==> config.mk <==
export PLATFORM = sky130hd
export DESIGN_NAME = stepper_phase_sequencer_flat
export DESIGN_NICKNAME = d
export VERILOG_FILES = /design/src/rtl/stepper_pkg.sv /design/src/rtl/stepper_phase_sequencer_if.sv /design/src/rtl/stepper_rate_div.sv /design/src/rtl/stepper_phase_sequencer.sv /design/src/flat_wrapper.sv
export SDC_FILE = /design/constraint.sdc
export NUM_CORES = 1
export LEC_CHECK = 0
export ABC_AREA = 1
export CAP_MARGIN = 30
export CELL_PAD_IN_SITES_DETAIL_PLACEMENT = 0
export CELL_PAD_IN_SITES_GLOBAL_PLACEMENT = 2
export CORE_MARGIN = 3
export CORE_UTILIZATION = 34
export DETAILED_ROUTE_END_ITERATION = 12
export GPL_TIMING_DRIVEN = 1
export PLACE_DENSITY_LB_ADDON = 0.3
export SYNTH_ARGS = -nofsm -noshare
export SYNTH_HDL_FRONTEND = slang
export SYNTH_HIERARCHICAL = 1
export SYNTH_SLANG_ARGS = --single-unit
==> constraint.sdc <==
create_clock -name clk_clk -period 3.4 [get_ports clk_clk]
set_input_delay 0.68 -clock clk_clk [delete_from_list [all_inputs] [get_ports clk_clk]]
set_output_delay 0.68 -clock clk_clk [all_outputs]
set_load 0.01 [all_outputs]
==> src/rtl/stepper_pkg.sv <==
// Shared types and constants for the stepper phase sequencer: FSM states,
// coil phase table, motor command bit positions and the speed-to-period helper.
package stepper_pkg;

  typedef enum logic [1:0] {
    IDLE = 2'd0,
    RUN  = 2'd1,
    HOLD = 2'd2
  } state_e;

  localparam int unsigned DIV_W = 24;

  localparam int unsigned CMD_RUN_BIT = 0;
  localparam int unsigned CMD_DIR_BIT = 1;
  localparam int unsigned CMD_SPD_LSB = 2;
  localparam int unsigned CMD_SPD_MSB = 3;

  // Half-step coil sequence, index 0 in the low slot; odd entries are the two-coil full steps.
  localparam logic [7:0][3:0] PHASE_TABLE = {
    4'b1001, 4'b1000, 4'b1100, 4'b0100,
    4'b0110, 4'b0010, 4'b0011, 4'b0001
  };

  function automatic logic [DIV_W-1:0] step_period(input logic [DIV_W-1:0] base,
                                                   input logic [1:0]       speed);
    return base << (2'd3 - speed);
  endfunction

endpackage

==> src/rtl/stepper_phase_sequencer_if.sv <==
// Bundle between the motor PIO export and the stepper sequencer.
interface stepper_phase_sequencer_if;
  import stepper_pkg::*;

  // motor_cmd is a level sampled every clock; step_pulse is a one-cycle strobe
  // with no back-pressure, so there is no valid/ready pair on this bundle.
  logic [3:0]  motor_cmd;
  logic [3:0]  coil_out;
  logic        step_pulse;
  logic [15:0] position;
  logic        busy;
  state_e      dbg_state;

  modport master (
    output motor_cmd,
    input  coil_out, step_pulse, position, busy, dbg_state
  );

  modport slave (
    input  motor_cmd,
    output coil_out, step_pulse, position, busy, dbg_state
  );

endinterface

==> src/rtl/stepper_rate_div.sv <==
// Programmable step-rate divider: counts 0..period-1 and flags the last count.
module stepper_rate_div
  import stepper_pkg::*;
(
  input  logic             clk_i,
  input  logic             rst_ni,
  input  logic [DIV_W-1:0] period_i,
  input  logic             clear_i,
  output logic             tick_o
);

  logic [DIV_W-1:0] cnt_q, cnt_d;

  assign tick_o = (cnt_q == (period_i - DIV_W'(1)));

  always_comb begin
    cnt_d = cnt_q + DIV_W'(1);
    if (clear_i || tick_o) begin
      cnt_d = '0;
    end
  end

  always_ff @(posedge clk_i or negedge rst_ni) begin
    if (!rst_ni) begin
      cnt_q <= '0;
    end else begin
      cnt_q <= cnt_d;
    end
  end

endmodule

==> src/rtl/stepper_phase_sequencer.sv <==
// Turns the PIO motor command word into timed unipolar coil patterns with a
// signed position count and a timed hold before the coils are released.
module stepper_phase_sequencer
  import stepper_pkg::*;
#(
  parameter int unsigned BASE_DIV   = 50000,
  parameter int unsigned HOLD_TICKS = 200,
  parameter int unsigned FULL_STEP  = 0
) (
  input  logic                      clk_clk,
  input  logic                      reset_reset_n,
  stepper_phase_sequencer_if.slave  pio
);

  localparam int unsigned HOLD_W    = (HOLD_TICKS > 2) ? $clog2(HOLD_TICKS) : 1;
  localparam int unsigned HOLD_LASTV = (HOLD_TICKS == 0) ? 0 : HOLD_TICKS - 1;
  localparam logic [HOLD_W-1:0] HOLD_LAST = HOLD_W'(HOLD_LASTV);
  localparam logic [2:0] PH_INC = (FULL_STEP != 0) ? 3'd2 : 3'd1;

  state_e             state_q, state_d;
  logic [2:0]         phase_q, phase_d;
  logic [15:0]        pos_q, pos_d;
  logic               dir_q, dir_d;
  logic [1:0]         speed_q, speed_d;
  logic [HOLD_W-1:0]  hold_q, hold_d;
  logic [3:0]         coil_q, coil_d;
  logic               step_q, step_d;
  logic               busy_q, busy_d;

  logic               div_clear;
  logic               tick;
  logic               cmd_run;
  logic               cmd_dir;
  logic [1:0]         cmd_speed;

  assign cmd_run   = pio.motor_cmd[CMD_RUN_BIT];
  assign cmd_dir   = pio.motor_cmd[CMD_DIR_BIT];
  assign cmd_speed = pio.motor_cmd[CMD_SPD_MSB:CMD_SPD_LSB];

  stepper_rate_div u_rate_div (
    .clk_i    (clk_clk),
    .rst_ni   (reset_reset_n),
    .period_i (step_period(DIV_W'(BASE_DIV), speed_q)),
    .clear_i  (div_clear),
    .tick_o   (tick)
  );

  always_comb begin
    state_d   = state_q;
    phase_d   = phase_q;
    pos_d     = pos_q;
    dir_d     = dir_q;
    speed_d   = speed_q;
    hold_d    = hold_q;
    step_d    = 1'b0;
    div_clear = 1'b0;

    case (state_q)
      IDLE: begin
        div_clear = 1'b1;
        if (cmd_run) begin
          state_d = RUN;
          dir_d   = cmd_dir;
          speed_d = cmd_speed;
          hold_d  = '0;
          // Full-step mode only ever sits on odd (two-coil) entries.
          if (FULL_STEP != 0) begin
            phase_d[0] = 1'b1;
          end
        end
      end
      RUN: begin
        if (!cmd_run) begin
          // Dropping run wins over a coincident tick: no step is taken.
          state_d   = HOLD;
          div_clear = 1'b1;
          hold_d    = '0;
        end else if (tick) begin
          step_d  = 1'b1;
          phase_d = dir_q ? (phase_q + PH_INC) : (phase_q - PH_INC);
          pos_d   = dir_q ? (pos_q + 16'd1) : (pos_q - 16'd1);
          dir_d   = cmd_dir;
          speed_d = cmd_speed;
        end
      end
      HOLD: begin
        if (cmd_run) begin
          state_d   = RUN;
          div_clear = 1'b1;
          hold_d    = '0;
          dir_d     = cmd_dir;
          speed_d   = cmd_speed;
        end else if (HOLD_TICKS == 0) begin
          state_d   = IDLE;
          div_clear = 1'b1;
        end else if (tick) begin
          if (hold_q == HOLD_LAST) begin
            state_d   = IDLE;
            div_clear = 1'b1;
          end else begin
            hold_d = hold_q + HOLD_W'(1);
          end
        end
      end
      default: begin
        state_d   = IDLE;
        div_clear = 1'b1;
      end
    endcase

    coil_d = (state_d == IDLE) ? 4'b0000 : PHASE_TABLE[phase_d];
    busy_d = (state_d != IDLE);
  end

  always_ff @(posedge clk_clk or negedge reset_reset_n) begin
    if (!reset_reset_n) begin
      state_q <= IDLE;
      phase_q <= '0;
      pos_q   <= '0;
      dir_q   <= 1'b0;
      speed_q <= '0;
      hold_q  <= '0;
      coil_q  <= '0;
      step_q  <= 1'b0;
      busy_q  <= 1'b0;
    end else begin
      state_q <= state_d;
      phase_q <= phase_d;
      pos_q   <= pos_d;
      dir_q   <= dir_d;
      speed_q <= speed_d;
      hold_q  <= hold_d;
      coil_q  <= coil_d;
      step_q  <= step_d;
      busy_q  <= busy_d;
    end
  end

  assign pio.coil_out   = coil_q;
  assign pio.step_pulse = step_q;
  assign pio.position   = pos_q;
  assign pio.busy       = busy_q;
  assign pio.dbg_state  = state_q;

endmodule

==> src/flat_wrapper.sv <==
// flat-port wrapper written by rule: the top's interface ports become plain ports
module stepper_phase_sequencer_flat import stepper_pkg::*;
#(
  parameter int unsigned BASE_DIV   = 50000,
  parameter int unsigned HOLD_TICKS = 200,
  parameter int unsigned FULL_STEP  = 0
)
  (clk_clk, reset_reset_n, pio_motor_cmd, pio_coil_out, pio_step_pulse, pio_position, pio_busy, pio_dbg_state);
  stepper_phase_sequencer_if pio_i ();
  input  logic clk_clk;
  input  logic reset_reset_n;
  input wire logic [$bits(pio_i.motor_cmd)-1:0] pio_motor_cmd;
  output wire logic [$bits(pio_i.coil_out)-1:0] pio_coil_out;
  output wire logic [$bits(pio_i.step_pulse)-1:0] pio_step_pulse;
  output wire logic [$bits(pio_i.position)-1:0] pio_position;
  output wire logic [$bits(pio_i.busy)-1:0] pio_busy;
  output wire logic [$bits(pio_i.dbg_state)-1:0] pio_dbg_state;
  assign pio_i.motor_cmd = pio_motor_cmd;
  assign pio_coil_out = pio_i.coil_out;
  assign pio_step_pulse = pio_i.step_pulse;
  assign pio_position = pio_i.position;
  assign pio_busy = pio_i.busy;
  assign pio_dbg_state = pio_i.dbg_state;
  stepper_phase_sequencer #(.BASE_DIV(BASE_DIV), .HOLD_TICKS(HOLD_TICKS), .FULL_STEP(FULL_STEP)) u_core (.clk_clk(clk_clk), .reset_reset_n(reset_reset_n), .pio(pio_i));
endmodule
==> results of run 1 <==
## area by class of cell
cell class | count | area [sq um] | share of cell area (%)
well taps | 184 | 230 | 3.67
inverters | 111 | 422 | 6.71
flip-flops and latches | 62 | 1550 | 24.7
clock buffers | 13 | 260 | 4.14
repair buffers | 44 | 410 | 6.53
multi-input cells | 623 | 3360 | 53.6
clock inverters | 3 | 42.5 | 0.677
## cells by family (layout without fill, tap and decap cells)
logic type / Yosys count / in the layout / share of synthesized area [%]
xor+xnor: 56 / 56 / 9.38
simple gates: 456 / 458 / 39.3
compound gates: 52 / 52 / 5.38
other cells: 1 / 30 / 0.0717
buf+inv: 119 / 171 / 9.48
flops: 62 / 62 / 29.7
fa+ha+maj: 27 / 27 / 6.75
## power by group through the flow
stage / clock, W / combinational, W / sequential [W]
floorplan: 0 / 0.00127 / 0.000884
detailed placement: 0 / 0.00166 / 0.000863
finish: 0.000930 / 0.00172 / 0.000851
CTS: 0.000962 / 0.00167 / 0.000852
global placement: 0 / 0.00165 / 0.000862
global route: 0.00100 / 0.00197 / 0.000860
## worst reg2reg max path, cell delays in order (launching register included)
cell and delay (ps):
dfrtp_1 360, inv_1 70, buf_4 160, ha_1 250, nor2_1 150, nand2_2 160, nor2_8 190, nand2_1 110
nand2_1 80, nand2_1 50, nor2_1 100, nand3_1 80, nor2_1 120, nand2_1 100, nor2_4 130, inv_1 120
nor2_8 190, inv_6 110, o21ai_4 170, nor2_1 70, o21ai_1 150, a21oi_1 60
## state kept, by name (all words and copies together), names as in the netlist
name,count
u_core/hold_q,8
u_core/pio.position,16
u_core/dir_q,1
u_core/pio.dbg_state,2
u_core/phase_q,3
u_core/u_rate_div/cnt_q,24
u_core/pio.busy,1
u_core/speed_q,2
u_core/pio.step_pulse,1
u_core/pio.coil_out,4
## per-layer routing
| metal | vias to the layer above | share of wire [%] | global-route usage (%) |
|---|---|---|---|
| li1 | 2551 | - | - |
| met1 | 2256 | 48 | 22.2 |
| met2 | 79 | 48 | 28.5 |
| met3 | 10 | 2.9 | 3.68 |
| met4 | 0 | 0.88 | 4.34 |
| met5 | - | 0 | 0 |
## worst paths after layout
path | slack [ps] | from | end | cells after the start
max in group asynchronous | 2280 | reset_reset_n | u_core/u_rate_div/cnt_q[0]$_DFF_PN0_ | 2
worst min register to register | 520 | u_core/pio.position[14]$_DFFE_PN0P_ | u_core/pio.position[14]$_DFFE_PN0P_ | 2
worst min-delay path | 470 | reset_reset_n | u_core/pio.coil_out[0]$_DFF_PN0_ | 1
worst max register to register | 300 | u_core/speed_q[0]$_DFFE_PN0P_ | u_core/pio.coil_out[0]$_DFF_PN0_ | 21
min in group clk_clk | 520 | u_core/pio.position[14]$_DFFE_PN0P_ | u_core/pio.position[14]$_DFFE_PN0P_ | 2
worst max-delay path | 300 | u_core/speed_q[0]$_DFFE_PN0P_ | u_core/pio.coil_out[0]$_DFF_PN0_ | 21
## Yosys cell counts (all sizes together)
library cell / count
dfrtp: 62
nand4: 19
fa: 2
and3: 1
buf: 6
and2: 2
xnor2: 23
nand3: 54
nand3b: 10
xor2: 33
a21oi: 22
o21ai: 27
inv: 111
conb: 1
a21o: 1
o211ai: 1
nand2: 233
or2: 3
nand2b: 1
nor3: 13
o311a: 1
clkbuf: 2
ha: 25
nor4: 2
nor2: 118
## metrics by stage
stage,std cells,hold slack (ps)
floorplan,802,384
global placement,1019,484
detailed placement,1019,502
CTS,1035,505
global route,1040,520
finish,1040,474
## repair_timing
item	in CTS	in global routing
cloned	0	2
pin swaps	0	3
endpoints found under the setup margin	1	31
setup buffers	0	3
hold endpoints to repair	0	0
gates resized for setup	2	14
==> results.json, run 1 <==
{
  "synth_top_area_share_pct": 29.7,
  "min_path_type": "in -> async",
  "setup_ws_ps": 300,
  "worst_ep_arrival_time_ps": 3300,
  "hold_viol": 0,
  "initial_core_util_pct": 35.3,
  "die_y_um": 130,
  "internal-power_w": 0.00199,
  "cts_hold_buffers": 0,
  "final.setup.tns_ps": 0,
  "n_antenna_cell": 0,
  "cp_top_family": "simple AND/OR/NAND/NOR gates",
  "ir_worst_vdd_uv": 382,
  "syn_area_sq_um": 5230,
  "synthCells": 773,
  "drt_wl_total_um": 13600,
  "rows": 44,
  "route.detailed.drc": 0,
  "fin_crit_ps": 3100,
  "worstMarginPinSlew_ps": 858,
  "ys_ff_latch": 62,
  "grt_max_degree": 35,
  "root_buffer": "clkbuf_16",
  "maxCapViolations": 0,
  "p_leak_nw": 3.15,
  "clk_latency_ps": 320,
  "fin_total_pwr_w": 0.00350,
  "synth-seq-area-share_pct": 29.7,
  "final_util_pct": 42.4,
  "stdcell_area_sq_um": 6280,
  "slowest_stage": "dfrtp_1",
  "finalMaxSlewViolations": 0,
  "grt_pass1_wl_um": 23100,
  "drive_above_1_share_pct": 10.4,
  "dieArea_sq_um": 16900,
  "syn_avg_cell_area_sq_um": 6.76,
  "critical_path_buf_inv_count": 4,
  "switching_share_pct": 43.0,
  "final_cell_mix": "224 x nand2_1, 106 x inv_1, 85 x nor2_1",
  "ant_nets": 0,
  "slew_headroom_pct": 42.8,
  "required_ps": 3600,
  "p_sw_w": 0.00150,
  "drt-initial-drc-count": 213,
  "place.gp.congestion": 0.857,
  "p_per_area_nw_per_um2": 557,
  "track_usage_pct": 16.9,
  "pwr-share-clk_pct": 26.6,
  "wl_per_cell_um": 13.0,
  "vias": 4896,
  "end_kind": "flip-flop",
  "critPathMaxFanout": 23,
  "path_cells": "inv_1 -> buf_4 -> ha_1 -> nor2_1 -> nand2_2 -> nor2_8 -> nand2_1 -> nand2_1 -> nand2_1 -> nor2_1 -> nand3_1 -> nor2_1 -> nand2_1 -> nor2_4 -> inv_1 -> nor2_8 -> inv_6 -> o21ai_4 -> nor2_1 -> o21ai_1 -> a21oi_1",
  "ys.warnings.count": 6,
  "fmax_mhz": 323,
  "core_area_sq_um": 14800,
  "worstSetupPathType": "reg -> reg",
  "final.fill_count": 1583,
  "antenna_found_initial": 0,
  "avgViaCountPerCell": 4.71,
  "critPathMaxStageDelay_ps": 360,
  "placed_area_sq_um": 5880,
  "synth.distinct_cells": 38,
  "ctsLongestPathBuffers": 2,
  "grt_pass1_vias": 4835,
  "layout.cells.most_common": "nand2_1",
  "die_w_um": 130,
  "fin_nets": 884,
  "power_frac_comb_pct": 49.1,
  "outcome": "finished, final reports clean",
  "clk_pin_slew_ps": 50,
  "fin_crit_sh_pct": 91.2,
  "synthTopCellsByArea": "dfrtp_1 30%, nand2_1 16%, inv_1 7.6%",
  "io_pins": 30,
  "grt_setup_unrepaired": "false",
  "synth_top_area_cell": "dfrtp_1",
  "power_frac_seq_pct": 24.3,
  "firstDrtPassIters": 5,
  "setup_violations": 0,
  "htree_num_levels": 3,
  "cts_sinks": 62,
  "dp_slack_ps": 7.98,
  "numCtsBuffers": 9,
  "port_buffers": 29,
  "gr-total-overflow": 0,
  "cts_tree": "yes",
  "fin_skew_ps": 4.07,
  "synthToLayoutAreaGrowth_pct": 20.1,
  "start_kind": "flip-flop",
  "place_hpwl_um": 10400
}
Power figures use the tool's default switching activity.
==> inputs of run 2 (changes only) <==
--- a/config.mk
+++ b/config.mk
@@ -9,7 +9,7 @@
 export CAP_MARGIN = 30
 export CELL_PAD_IN_SITES_DETAIL_PLACEMENT = 0
 export CELL_PAD_IN_SITES_GLOBAL_PLACEMENT = 2
-export CORE_MARGIN = 3
+export CORE_MARGIN = 2
 export CORE_UTILIZATION = 34
 export DETAILED_ROUTE_END_ITERATION = 12
 export GPL_TIMING_DRIVEN = 1
==> constraint.sdc (replaced) <==
create_clock -name clk_clk -period 3.4 [get_ports clk_clk]
set_input_delay 0.51 -clock clk_clk [delete_from_list [all_inputs] [get_ports clk_clk]]
set_output_delay 0.51 -clock clk_clk [all_outputs]
set_load 0.01 [all_outputs]
==> run 2 against run 1 <==
Against the previous run: sequential cell count did not move; clock-buffer cell count fell by 1; sequential share of layout area about the same; critical path depth did not move; non-clock buffer count up 5; register-to-register slack improved by 20 ps.
==> results.json, run 2 (synthesis results as in run 1) <==
{
  "dp_slack_ps": 76.1,
  "place_hpwl_um": 10800,
  "grt_max_degree": 34,
  "die_y_um": 128,
  "antenna_found_initial": 0,
  "critPathMaxStageDelay_ps": 370,
  "cpMostUsedCell": "nand2_1",
  "p_per_area_nw_per_um2": 565,
  "critPathMaxFanout": 9,
  "fin_total_pwr_w": 0.00355,
  "rows": 45,
  "initial_core_util_pct": 34.7,
  "worstMarginPinSlew_ps": 788,
  "power_frac_comb_pct": 48.5,
  "p_leak_nw": 3.17,
  "grt_pass1_wl_um": 23300,
  "end_kind": "flip-flop",
  "die_w_um": 128,
  "io_pins": 30,
  "final_util_pct": 41.7,
  "drt_wl_total_um": 13600,
  "firstDrtPassIters": 7,
  "min_path_type": "in -> async",
  "pwr-share-clk_pct": 27.5,
  "slowest_stage": "dfrtp_1",
  "fin_crit_sh_pct": 90.7,
  "path_cells": "buf_4 -> ha_2 -> buf_4 -> nor2_1 -> nand2_1 -> nor2_4 -> nand3_1 -> nand2_1 -> nand2_1 -> nand3b_1 -> nor2_1 -> nand2_1 -> nor2_4 -> inv_1 -> nor2_8 -> inv_4 -> o21ai_4 -> inv_2 -> nand2_1 -> o21ai_1 -> a21oi_1",
  "port_buffers": 29,
  "outcome": "finished, final reports clean",
  "setup_violations": 0,
  "root_buffer": "clkbuf_16",
  "fin_crit_ps": 3080,
  "drive_above_1_share_pct": 10.1,
  "required_ps": 3640,
  "ctsLongestPathBuffers": 2,
  "largest_reg_flops": 24,
  "cts_sinks": 62,
  "power_frac_seq_pct": 24.0,
  "final_cell_mix": "225 x nand2_1, 106 x inv_1, 87 x nor2_1",
  "ant_nets": 0,
  "n_antenna_cell": 0,
  "worst_ep_arrival_time_ps": 3330,
  "numCtsBuffers": 9,
  "grt_pass1_vias": 4830,
  "cts_tree": "yes",
  "htree_num_levels": 3,
  "clk_pin_slew_ps": 60,
  "fin_nets": 887,
  "slew_headroom_pct": 47.4,
  "gr-total-overflow": 0,
  "dieArea_sq_um": 16400,
  "start_kind": "flip-flop",
  "place.gp.congestion": 0.867,
  "fmax_mhz": 324,
  "maxCapViolations": 0,
  "route.detailed.drc": 0,
  "vias": 4884,
  "drt-initial-drc-count": 219,
  "synthToLayoutAreaGrowth_pct": 20.2,
  "internal-power_w": 0.00205,
  "wl_per_cell_um": 13.0,
  "layout.cells.most_common": "nand2_1",
  "avgViaCountPerCell": 4.66,
  "finalMaxSlewViolations": 0,
  "worstSetupPathType": "reg -> reg",
  "fin_skew_ps": 7.43,
  "largest_register": "u_core/u_rate_div/cnt_q",
  "track_usage_pct": 17.8,
  "clk_latency_ps": 330,
  "hold_viol": 0,
  "p_sw_w": 0.00150,
  "setup_ws_ps": 316,
  "ir_worst_vdd_uv": 334,
  "switching_share_pct": 42.3,
  "core_area_sq_um": 15100
}
run 2: worst paths after layout:
kind                                                      start                              endpoint  slack (ps)  cells past startpoint
hold reg to reg            u_core/u_rate_div/cnt_q[0]$_DFF_PN0_  u_core/u_rate_div/cnt_q[0]$_DFF_PN0_         490                      1
min in group clk_clk       u_core/u_rate_div/cnt_q[0]$_DFF_PN0_  u_core/u_rate_div/cnt_q[0]$_DFF_PN0_         490                      1
setup / recovery                  u_core/speed_q[0]$_DFFE_PN0P_      u_core/pio.coil_out[2]$_DFF_PN0_         320                     21
hold / removal                                    reset_reset_n   u_core/pio.position[12]$_DFFE_PN0P_         260                      1
setup reg to reg                  u_core/speed_q[0]$_DFFE_PN0P_      u_core/pio.coil_out[2]$_DFF_PN0_         320                     21
max in group asynchronous                         reset_reset_n         u_core/speed_q[0]$_DFFE_PN0P_        2320                      2
run 2: timing repair:
action | 4_1_cts | 5_1_grt
hold buffers | 0 | 0
setup buffers | 0 | 5
setup endpoints to repair | 0 | 61
gates resized for setup | 0 | 10
run 2: layout make-up:
type	instances	area [sq um]
clock buffer	12	246
fill	1622	8800
tap	188	235
multi-input combinational	621	3330
inverter	111	419
timing repair buffer	49	435
clock inverter	4	70.1
sequential	62	1550
run 2: power by group through the flow:
stage,clock network (W),logic [W],registers (W)
4_1_cts,0.00101,0.00170,0.000853
6_report,0.000978,0.00172,0.000851
3_5_place_dp,0,0.00169,0.000862
5_1_grt,0.00105,0.00196,0.000862
2_1_floorplan,0,0.00127,0.000884
3_3_place_gp,0,0.00168,0.000863
run 2: critical path, delay by kind of cell, from the launching register on:
kind	cells	cell delay, ps
flops	1	370
simple gates	12	1460
buf+inv	5	590
compound gates	3	340
fa+ha+maj	1	230
run 2: per-stage QoR:
step	hold WS, ps	std cells	area, sq um	TNS (ps)
floorplan	214	802	5340	0
global placement	483	1026	5890	0
detailed placement	497	1026	5890	0
CTS	280	1042	6210	0
global route	314	1047	6290	-7.84
finish	263	1047	6290	0
run 2: metal layers:
layer / vias up / part of all wire, % / global-route usage [%]
li1: 2553 / - / -
met1: 2219 / 47 / 22.9
met5: - / 0 / 0
met3: 21 / 3.5 / 2.30
met2: 91 / 47 / 30.4
met4: 0 / 2.4 / 6.79
==> inputs of run 3 (changes only) <==
--- a/config.mk
+++ b/config.mk
@@ -7,10 +7,9 @@
 export LEC_CHECK = 0
 export ABC_AREA = 1
 export CAP_MARGIN = 30
-export CELL_PAD_IN_SITES_DETAIL_PLACEMENT = 0
-export CELL_PAD_IN_SITES_GLOBAL_PLACEMENT = 2
 export CORE_MARGIN = 2
-export CORE_UTILIZATION = 34
+export CORE_UTILIZATION = 40
+export CTS_BUF_LIST = sky130_fd_sc_hd__clkbuf_4
 export DETAILED_ROUTE_END_ITERATION = 12
 export GPL_TIMING_DRIVEN = 1
 export PLACE_DENSITY_LB_ADDON = 0.3
==> run 3 against run 2 <==
Against the previous run: sequential cell count is the same; global-route usage shrank 0.24 points; hold slack got worse by 5.9 ps; maximum frequency fell by 0.47%; combinational power down 6%.
==> results.json, run 3 (synthesis results as in run 1) <==
{
  "placed_area_sq_um": 5820,
  "worst_ep_arrival_time_ps": 3360,
  "numCtsBuffers": 9,
  "rr_startpoint": "u_core/speed_q[0]$_DFFE_PN0P_",
  "die_y_um": 118,
  "root_buffer": "clkbuf_4",
  "cts_sinks": 62,
  "route.detailed.drc": 0,
  "grt.busiest_layer": "met2",
  "die_w_um": 118,
  "place.gp.congestion": 0.893,
  "core_area_sq_um": 12700,
  "critPathMaxStageDelay_ps": 450,
  "outcome": "finished, final reports clean",
  "port_buffers": 29,
  "clk_pin_slew_ps": 110,
  "clk_latency_ps": 410,
  "largest_register": "u_core/u_rate_div/cnt_q",
  "p_leak_nw": 3.07,
  "grt_pass1_vias": 4404,
  "track_usage_pct": 17.5,
  "final.fill_count": 1335,
  "io_pins": 30,
  "use_met1_pct": 23.8,
  "cts_hold_buffers": 0,
  "largest_reg_flops": 24,
  "start_kind": "flip-flop",
  "fin_crit_sh_pct": 91.1,
  "path_cells": "inv_1 -> ha_2 -> nor2_1 -> buf_4 -> nand2_1 -> nor2_1 -> nand3_1 -> nand2_1 -> nand2_1 -> nor3_1 -> nand2_1 -> nor2_4 -> inv_1 -> o21ai_0 -> o211ai_1 -> nor2_1 -> a21oi_1",
  "htree_num_levels": 3,
  "wl_per_cell_um": 11.4,
  "rr_worst_depth": 17,
  "synthToLayoutAreaGrowth_pct": 15.8,
  "n_antenna_cell": 0,
  "ir_worst_vdd_uv": 354,
  "antenna_found_initial": 0,
  "required_ps": 3660,
  "gr-usage-met2_pct": 28.8,
  "maxCapViolations": 0,
  "rows": 41,
  "slowest_stage": "dfrtp_2",
  "ctsLongestPathBuffers": 2,
  "gr-total-overflow": 0,
  "drt_wl_total_um": 11700,
  "ant_nets": 0,
  "stdcell_area_sq_um": 6050,
  "worstMarginPinSlew_ps": 779,
  "layout.cells.most_common": "nand2_1",
  "setup_ws_ps": 302,
  "drt-initial-drc-count": 270,
  "hold_viol": 0,
  "rrSetupSlack_ps": 300,
  "finalMaxSlewViolations": 0,
  "initial_core_util_pct": 41.3,
  "final_cell_mix": "225 x nand2_1, 106 x inv_1, 88 x nor2_1",
  "seq_area_sq_um": 1550,
  "critPathMaxFanout": 6,
  "cp_top_family": "simple AND/OR/NAND/NOR gates",
  "cts_tree": "yes",
  "met3_usage_pct": 2.51,
  "min_path_type": "in -> async",
  "final_util_pct": 47.8,
  "critical_path_buf_inv_count": 3,
  "dieArea_sq_um": 14000,
  "dp_slack_ps": 86.6,
  "worstSetupPathType": "reg -> reg",
  "vias": 4679,
  "grt_max_degree": 63,
  "setup_violations": 0,
  "fin_nets": 879,
  "fmax_mhz": 323,
  "firstDrtPassIters": 4,
  "place_hpwl_um": 9100,
  "end_kind": "flip-flop",
  "slew_headroom_pct": 48.1,
  "worstReg2RegEnd": "u_core/speed_q[1]$_DFFE_PN0P_",
  "grt_pass1_wl_um": 20200,
  "drive_above_1_share_pct": 9.40,
  "fin_skew_ps": 20.0,
  "fin_crit_ps": 3100,
  "avgViaCountPerCell": 4.57,
  "multi_input_area_sq_um": 3310,
  "cpMostUsedCell": "nand2_1",
  "p_per_area_nw_per_um2": 517
}
-- run 3: power by group --
part	internal [W]	total [W]	switching [W]	leakage [nW]
Sequential	0.000801	0.000861	0.0000598	0.829
Combinational	0.000555	0.00162	0.00107	2.14
Clock	0.000385	0.000649	0.000264	0.0961
-- run 3: timing repair --
action	in CTS	in global routing
hold endpoints to repair	0	0
gates resized for setup	0	9
setup endpoints to repair	0	59
setup buffers	0	4
-- run 3: layout make-up --
class                           instances  area share (%)
Multi-Input combinational cell        621            54.7
Sequential cell                        62            25.7
Inverter                              111            6.92
Timing Repair Buffer                   41            6.20
Tap cell                              172            3.55
Clock inverter                          5            1.61
Clock buffer                           11            1.36
-- run 3: worst max path at each step --
stage	to	cells after the start	from
after floorplan	u_core/pio.coil_out[2]$_DFF_PN0_	17	u_core/speed_q[0]$_DFFE_PN0P_
after global placement	u_core/pio.coil_out[2]$_DFF_PN0_	19	u_core/speed_q[0]$_DFFE_PN0P_
after detailed placement	u_core/pio.coil_out[2]$_DFF_PN0_	18	u_core/speed_q[0]$_DFFE_PN0P_
after CTS	u_core/pio.coil_out[2]$_DFF_PN0_	19	u_core/speed_q[0]$_DFFE_PN0P_
after global routing	u_core/speed_q[0]$_DFFE_PN0P_	16	u_core/speed_q[1]$_DFFE_PN0P_
final	u_core/speed_q[1]$_DFFE_PN0P_	17	u_core/speed_q[0]$_DFFE_PN0P_
-- run 3: per-layer routing --
metal	wire length (um)	part of all wire, %
met5	0	0
met4	157	1.3
met3	393	3.4
met2	5300	45
met1	5830	50
-- run 3: worst register-to-register path, delay by kind of cell, from the launching register on --
family                     cells  cell delay, ps
AOI/OAI and AO/OA              3             530
adders and majority gates      1             340
buffers and inverters          3             420
DFF                            1             450
and+or+nand+nor               10            1210
-- run 3: per-stage QoR --
| stage | power [W] | hold slack (ps) | instances | TNS [ps] |
|---|---|---|---|---|
| after floorplan | 0.00215 | 214 | 802 | 0 |
| after global placement | 0.00247 | 479 | 1003 | 0 |
| after detailed placement | 0.00247 | 478 | 1003 | 0 |
| after CTS | 0.00314 | 260 | 1019 | 0 |
| after global routing | 0.00345 | 294 | 1023 | -39.7 |
| final | 0.00313 | 258 | 1023 | 0 |
